--- config.mk ---
export PLATFORM = sky130hd
export DESIGN_NAME = seq_ctrl
export DESIGN_NICKNAME = d
export VERILOG_FILES = /design/src/rtl/seq_ctrl_pkg.sv /design/src/rtl/seq_run_cnt.sv /design/src/rtl/seq_ctrl.sv
export SDC_FILE = /design/constraint.sdc
export NUM_CORES = 1
export LEC_CHECK = 0
export CORE_MARGIN = 2
export CORE_UTILIZATION = 49
export DETAILED_ROUTE_END_ITERATION = 16
export PLACE_DENSITY = 0.83
export SLEW_MARGIN = 5
export SYNTH_ARGS = -nofsm -noshare
export SYNTH_HDL_FRONTEND = slang
export SYNTH_HIERARCHICAL = 1
export SYNTH_SLANG_ARGS = --single-unit
--- constraint.sdc ---
create_clock -name clk -period 5.6 [get_ports clk]
set_clock_uncertainty 0.1 [all_clocks]
set_input_delay 1.12 -clock clk [delete_from_list [all_inputs] [get_ports clk]]
set_output_delay 1.12 -clock clk [all_outputs]
set_load 0.05 [all_outputs]
--- src/rtl/seq_ctrl_pkg.sv ---
// Shared encodings for the y/s datapath sequencer: states, regime codes,
// y source select codes and the RUN-phase cycle limit.
package seq_ctrl_pkg;

  typedef enum logic [1:0] {
    ST_IDLE = 2'd0,
    ST_INIT = 2'd1,
    ST_RUN  = 2'd2,
    ST_DONE = 2'd3
  } state_e;

  localparam logic [1:0] REG_NONE  = 2'd0;  // abort / no command
  localparam logic [1:0] REG_STEP1 = 2'd1;  // s advances by 1 each cycle
  localparam logic [1:0] REG_STEP2 = 2'd2;  // s advances by 2 each cycle
  localparam logic [1:0] REG_BDRV  = 2'd3;  // s advances by 1 only when b=1

  localparam logic [1:0] YSEL_X     = 2'd0;
  localparam logic [1:0] YSEL_SHIFT = 2'd1;
  localparam logic [1:0] YSEL_ADD   = 2'd2;
  localparam logic [1:0] YSEL_HOLD  = 2'd3;

  // Last RUN-cycle index before forced termination.
  localparam logic [3:0] RUN_LIMIT = 4'd15;

endpackage

--- src/rtl/seq_run_cnt.sv ---
// RUN-phase cycle counter: cleared when a command is accepted, incremented on
// every non-terminating RUN cycle, flags when the last allowed index is reached.
module seq_run_cnt
  import seq_ctrl_pkg::*;
(
  input  logic clk,
  input  logic rst,
  input  logic clr,
  input  logic inc,
  output logic at_limit
);

  logic [3:0] cnt_q;
  logic [3:0] cnt_d;

  // Clear has priority over increment.
  always_comb begin
    cnt_d = cnt_q;
    if (clr) begin
      cnt_d = 4'd0;
    end else if (inc) begin
      cnt_d = cnt_q + 4'd1;
    end
  end

  // Counter register.
  always_ff @(posedge clk or posedge rst) begin
    if (rst) begin
      cnt_q <= 4'd0;
    end else begin
      cnt_q <= cnt_d;
    end
  end

  assign at_limit = (cnt_q == RUN_LIMIT);

endmodule

--- src/rtl/seq_ctrl.sv ---
// Control automaton for the shared y/s datapath. Accepts a start command with
// a regime, drives the per-cycle datapath strobes and reports progress.
//
//   state | meaning
//   IDLE  | waiting for start with a non-zero regime; all strobes 0
//   INIT  | one cycle: clear s, load y from x and commit
//   RUN   | step s / update y per regime until termination or timeout
//   DONE  | one cycle: done pulse and y commit
module seq_ctrl
  import seq_ctrl_pkg::*;
(
  input  logic       clk,
  input  logic       rst,
  input  logic       start,
  input  logic [1:0] on,
  input  logic [2:0] s,
  input  logic       b,
  output logic       s_en,
  output logic       s_sub,
  output logic       s_zero,
  output logic [1:0] s_step,
  output logic       y_en,
  output logic       y_upd,
  output logic [1:0] y_select_next,
  output logic [1:0] regime,
  output logic       active,
  output logic       done,
  output logic       err
);

  state_e     state_q, state_d;
  logic [1:0] regime_q, regime_d;
  logic       err_q, err_d;
  logic       cnt_clr, cnt_inc, at_limit;
  logic       abort, term;

  seq_run_cnt u_run_cnt (
    .clk      (clk),
    .rst      (rst),
    .clr      (cnt_clr),
    .inc      (cnt_inc),
    .at_limit (at_limit)
  );

  // start with regime 0 cancels an operation in INIT or RUN.
  assign abort = start && (on == REG_NONE);

  // Next state, regime/err updates and combinational strobe decode.
  always_comb begin
    state_d       = state_q;
    regime_d      = regime_q;
    err_d         = err_q;
    cnt_clr       = 1'b0;
    cnt_inc       = 1'b0;
    term          = 1'b0;
    s_en          = 1'b0;
    s_sub         = 1'b0;
    s_zero        = 1'b0;
    s_step        = 2'd0;
    y_en          = 1'b0;
    y_upd         = 1'b0;
    y_select_next = YSEL_X;
    case (state_q)
      ST_IDLE: begin
        if (start && (on != REG_NONE)) begin
          regime_d = on;
          err_d    = 1'b0;
          cnt_clr  = 1'b1;
          state_d  = ST_INIT;
        end
      end
      ST_INIT: begin
        if (abort) begin
          state_d = ST_IDLE;
        end else begin
          s_en          = 1'b1;
          s_zero        = 1'b1;
          y_en          = 1'b1;
          y_select_next = YSEL_X;
          y_upd         = 1'b1;
          state_d       = ST_RUN;
        end
      end
      ST_RUN: begin
        // Termination looks at the current s before any step is issued.
        term = (regime_q == REG_STEP2) ? (s >= 3'd6) : (s == 3'd7);
        if (abort) begin
          state_d = ST_IDLE;
        end else if (term) begin
          state_d = ST_DONE;
        end else if (at_limit) begin
          err_d   = 1'b1;
          state_d = ST_DONE;
        end else begin
          cnt_inc = 1'b1;
          case (regime_q)
            REG_STEP1: begin
              s_en          = 1'b1;
              s_step        = 2'd1;
              y_en          = 1'b1;
              y_select_next = YSEL_SHIFT;
            end
            REG_STEP2: begin
              s_en          = 1'b1;
              s_step        = 2'd2;
              y_en          = 1'b1;
              y_select_next = YSEL_SHIFT;
            end
            REG_BDRV: begin
              y_en = 1'b1;
              if (b) begin
                s_en          = 1'b1;
                s_step        = 2'd1;
                y_select_next = YSEL_ADD;
              end else begin
                y_select_next = YSEL_HOLD;
              end
            end
            default: ;
          endcase
        end
      end
      ST_DONE: begin
        y_upd   = 1'b1;
        state_d = ST_IDLE;
      end
      default: state_d = ST_IDLE;
    endcase
  end

  // State, accepted regime and sticky timeout flag.
  always_ff @(posedge clk or posedge rst) begin
    if (rst) begin
      state_q  <= ST_IDLE;
      regime_q <= REG_NONE;
      err_q    <= 1'b0;
    end else begin
      state_q  <= state_d;
      regime_q <= regime_d;
      err_q    <= err_d;
    end
  end

  assign regime = regime_q;
  assign err    = err_q;
  assign active = (state_q == ST_INIT) || (state_q == ST_RUN);
  assign done   = (state_q == ST_DONE);

endmodule
==> impl_results.md, run 1 <==
- Status: completed
- CTS H-Tree Depth: 1
- Die X: 43.1 microns
- Tmin final: 4.52 ns
- Post-route cell area: 987 sq um
- Synth Cell Area: 749 sq um
- Area leader, netlist: dfrtp_1
- CTS Buf Count: 3
- Syn_nets: 99
- IO Count: 23
- Post-synth ARST share: 100%
- Max Fclk: 221 MHz
- Cell with the most instances after synthesis: inv_1
- Yosys cell types: 39
- Total track usage: 20.0%
- I/O Buffers: 21
- Drt total wl: 1.65 mm
- Site Rows: 14
- Worst Tran Pin Value: 0.576 ns
- TNS Setup: 0 ns
- Dpl hpwl: 1.37 mm
- Die H: 43.1 microns
- Clk slew on worst S/H paths: 0.05 ns
- Synth cell count leaders: inv_1 (10), dfrtp_1 (9), ha_1 (9)
- Maximum vdd drop: 0.000355 V
- CP dominant cell by count: clkdlybuf4s50_1
- Placed cells: 116
- Via-to-Cell Ratio: 5.48
- Required time of the critical path: 4.38 ns
- Area Overhead vs Synth: 31.7%
- Cell Chain, Critical Path: clkdlybuf4s50_1 > or3b_1 > nand4b_2 > o31ai_1 > clkdlybuf4s50_1
- Antenna violations before repair: 0
- Max Cap Violations: 0
- Worst Path Buf+Inv: 2
- Clock sinks: 9
- Critical setup path kind: primary input to primary output
- Via count: 658
- Starting Density: 50.9%
- CTS resizes: 0
- DIE AREA: 1860 sq um
- Register area share after synthesis: 30.1%
- Critical path arrival: 3.30 ns
- Post-CTS Setup Repair Bufs: 0
- Slew HR: 61.2%
- Hold WS: 0.478 ns
- WL per Instance: 13.8 microns
- Placed Area: 961 sq um
- Later-pin clock latency in the skew report: 0.25 ns
- Vias in the first global route: 647
- Remaining DRCs: 0
- Final Setup Violations: 0
- Largest net degree at the start of global routing: 9
- CP startpoint kind: primary input
- Final core utilization: 67.1%
- Synth Register Bits: 9
- Fin nets: 123
- Fin cells: 120
- Syn Inst Count: 81
- Synth warn: 6
- # hold bufs at CTS: 0
- Area contributors post-synth: dfrtp_1 (30%), ha_1 (15%), inv_1 (5.0%), mux2_2 (3.0%), a21oi_1 (2.7%)
- Root Buffer: clkbuf_4
- TritonCTS clock tree: built
- Global-route wire length before repair: 2.76 mm
- TritonRoute pass-1 iters: 4
- Final Max Slew Viols: 0
- Gr ovfl total: 0
- Hold Violations, Final: 0
- Number of flops mapped to enable cells by yosys: 0
- Dominant synthesized flop cell: dfrtp_1
- GP Congestion: 0.752
- DR iter-0 viols: 8
- RSZ-0062 raised after global routing: no
- Leak Pwr: 0.470 nW
- Hold Crit Class: flip-flop to flip-flop
- Slowest stage delay, CP: 0.85 ns
- Top Family by Delay on Critical Path: buffers and inverters
- Clock Tree Buf Depth: 2
- Share of the synthesized area in the top cell type: 30.1%
- PwrDens: 570 nW/um^2
- Core area: 1470 sq um
- Fill cells: 119
- Slowest CP cell: clkdlybuf4s50_1
- Post-synthesis area per instance: 9.25 sq um
- Ant. Diodes: 0
- Final period util: 80.7%
- Critical path fanouts, max: 8
- Layout cell share with drive strength beyond 1: 13.5%
- Routed Antenna Nets: 0
- Worst Setup End Kind: primary output
per-stage QoR:
step                      setup slack, ns  power [mW]
after detailed placement             1.07       0.517
after floorplan                      1.54       0.402
after global routing                0.933       0.604
after CTS                            1.06       0.567
final                                1.08       0.563
after global placement               1.14       0.506
final timing paths:
check                                   start  cells past startpoint  slack [ns]            endpoint
min                        u_run_cnt/cnt_q[1]                      2        0.48  u_run_cnt/cnt_q[1]
max reg2reg                         regime[0]                      7        3.39  u_run_cnt/cnt_q[3]
min reg2reg                u_run_cnt/cnt_q[1]                      2        0.48  u_run_cnt/cnt_q[1]
max                                     on[0]                      5        1.08                s_en
min in group asynchronous                 rst                      2        0.98  u_run_cnt/cnt_q[3]
max in group asynchronous                 rst                      2        4.23           regime[0]
layer usage:
metal	track usage (%)	routed length, microns	vias up	share of wire [%]
li1	-	-	326	-
met1	24.0	715	310	43
met2	35.5	856	20	52
met3	2.98	69	2	4.2
met4	7.27	10	0	0.61
met5	0	0	-	0
where the power goes:
part	switching (mW)	internal, mW	leakage, nW
registers	0.0258	0.0863	0.117
clock network	0.0198	0.0273	0.0150
logic	0.255	0.149	0.338
worst min-delay path: stages (launching register included):
cell and delay, ns:
dfrtp_1 0.37, mux2i_1 0.09, nor2_1 0.08
cell families (layout without fill, tap and decap cells):
group	count (synthesis)	in the layout	share of synthesized area, %
AOI/OAI and AO/OA	15	15	15.2
DFF	9	9	30.1
adders and majority gates	9	9	15.0
muxes	4	4	6.34
other	1	1	0.500
buffers and inverters	13	36	8.01
xor gates and xnor gates	1	1	1.17
and+or+nand+nor	29	29	23.7
cells in the final DEF (no fill, tap or decap), drive strengths merged, types with 2 or more instances in the layout:
cell type      Yosys  final
or2                2      2
clkbuf             0      4
nand4              2      2
and3               2      2
clkdlybuf4s50      0     21
nor2               4      4
and2               3      3
inv               11     11
mux2               3      3
dfrtp              9      9
o21ai              2      2
nor3               2      2
o211ai             2      2
nand3              3      3
nor2b              2      2
a21oi              4      4
nand2              4      4
ha                 9      9
cell type report:
class	count	area, sq um	area share, %
flip-flops and latches	9	225	22.8
well taps	16	20.0	2.03
clock buffers	4	26.3	2.66
repair buffers	21	210	21.3
multi-input cells	59	464	47.0
inverters	11	41.3	4.18
flip-flops by register name (all words and copies together), names as in the netlist:
| register | flops |
|---|---|
| u_run_cnt/cnt_q | 4 |
| regime | 2 |
| state_q | 2 |
| err | 1 |
(Power assumes the default switching activity.)
==> inputs of run 2 (changes only) <==
Settings changed: CORE_UTILIZATION 49 to 45, PLACE_DENSITY 0.83 to 0.77.
Clock period 5.6 ns to 4.61 ns, I/O delays scaled along.
==> impl_results.md, run 2 (synthesis gave the netlist of run 1 again) <==
- Hold Crit Class: flip-flop to flip-flop
- Fin nets: 123
- Post-route cell area: 987 sq um
- Worst Setup End Kind: primary output
- I/O Buffers: 21
- TritonCTS clock tree: built
- Root Buffer: clkbuf_4
- Slew HR: 65.7%
- RSZ-0062 raised after global routing: no
- Worst slack at placement: 0.512 ns
- Critical path fanouts, max: 8
- Maximum vdd drop: 0.000487 V
- WL per Instance: 12.3 microns
- Tmin final: 4.11 ns
- Max Cap Violations: 0
- Ant. Diodes: 0
- Core area: 1540 sq um
- Later-pin clock latency in the skew report: 0.26 ns
- Drt total wl: 1.48 mm
- Gr ovfl total: 0
- Worst setup margin: 0.502 ns
- Die X: 44.8 microns
- Clk slew on worst S/H paths: 0.05 ns
- Leak Pwr: 0.470 nW
- Commonest cells after routing, fill and taps aside: clkdlybuf4s50_1 (21), inv_1 (10), ha_1 (9), dfrtp_1 (9)
- DIE AREA: 2010 sq um
- Commonest non-fill, non-tap cell in the layout: clkdlybuf4s50_1
- Die H: 44.8 microns
- GP Congestion: 0.800
- Via count: 638
- Vias in the first global route: 600
- Required time of the critical path: 3.59 ns
- Critical setup path kind: primary input to primary output
- Layout cell share with drive strength beyond 1: 13.5%
- Largest net degree at the start of global routing: 9
- Largest register FFs: 4
- Starting Density: 48.6%
- Overall Power: 0.677 mW
- TritonRoute pass-1 iters: 4
- Clock sinks: 9
- Via-to-Cell Ratio: 5.32
- Clock Tree Buf Depth: 2
- Global-route wire length before repair: 2.60 mm
- DR iter-0 viols: 16
- Placed Area: 961 sq um
- Max Fclk: 243 MHz
- IO Count: 23
- Final Max Slew Viols: 0
- Hold Violations, Final: 0
- Final Setup Violations: 0
- Site Rows: 14
- Total track usage: 18.0%
- TNS Setup: 0 ns
- PwrDens: 686 nW/um^2
- Status: completed
- # hold bufs at CTS: 0
- CTS H-Tree Depth: 1
- Final period util: 89.1%
- CTS resizes: 0
- Dpl hpwl: 1.23 mm
- Largest register by flop count: u_run_cnt/cnt_q
- Remaining DRCs: 0
- Worst Tran Pin Value: 0.510 ns
- Post-CTS Setup Repair Bufs: 0
- Antenna violations before repair: 0
- Area Overhead vs Synth: 31.7%
- CP startpoint kind: primary input
- CTS Buf Count: 3
- Final core utilization: 64.0%
- Routed Antenna Nets: 0
- Critical path arrival: 3.09 ns
run 2: final timing paths:
| path | startpoint | cells past startpoint | slack (ns) | end |
|---|---|---|---|---|
| max | on[0] | 6 | 0.50 | y_select_next[1] |
| min | u_run_cnt/cnt_q[1] | 2 | 0.47 | u_run_cnt/cnt_q[1] |
| max reg2reg | regime[0] | 7 | 2.47 | u_run_cnt/cnt_q[3] |
| min reg2reg | u_run_cnt/cnt_q[1] | 2 | 0.47 | u_run_cnt/cnt_q[1] |
| max in group asynchronous | rst | 2 | 3.45 | regime[1] |
| min in group asynchronous | rst | 2 | 0.77 | u_run_cnt/cnt_q[2] |
run 2: per-stage QoR:
step | hold WS (ns) | cells
2_1_floorplan | 0.413 | 81
3_3_place_gp | 0.444 | 116
3_5_place_dp | 0.468 | 116
4_1_cts | 0.484 | 120
5_1_grt | 0.515 | 120
6_report | 0.473 | 120
run 2: layer usage:
metal / share of wire (%) / global-route usage [%] / up-vias
li1: - / - / 327
met1: 48 / 25.8 / 285
met2: 45 / 25.8 / 26
met3: 7.2 / 6.00 / 0
met4: 0 / 5.29 / 0
met5: 0 / 0 / -
run 2: power breakdown:
group	internal (mW)	switching (mW)
Combinational	0.180	0.302
Sequential	0.105	0.0295
Clock	0.0333	0.0272
run 2: final cells by class:
class                   count  area [sq um]
inverters                  11          41.3
multi-input cells          59           464
well taps                  16          20.0
flip-flops and latches      9           225
clock buffers               4          26.3
repair buffers             21           210
fillers                   148           554
run 2: worst max-delay path, cell delays in order:
cell and delay (ns):
clkdlybuf4s50_1 0.51, or3b_1 0.30, nand4b_2 0.21, inv_2 0.20, and2_1 0.15, clkdlybuf4s50_1 0.79
==> inputs of run 3 (changes only) <==
Settings changed: TNS_END_PERCENT from default to 30.
==> results of run 3 <==
Final layout, timing and power as in run 2 (identical DEF).
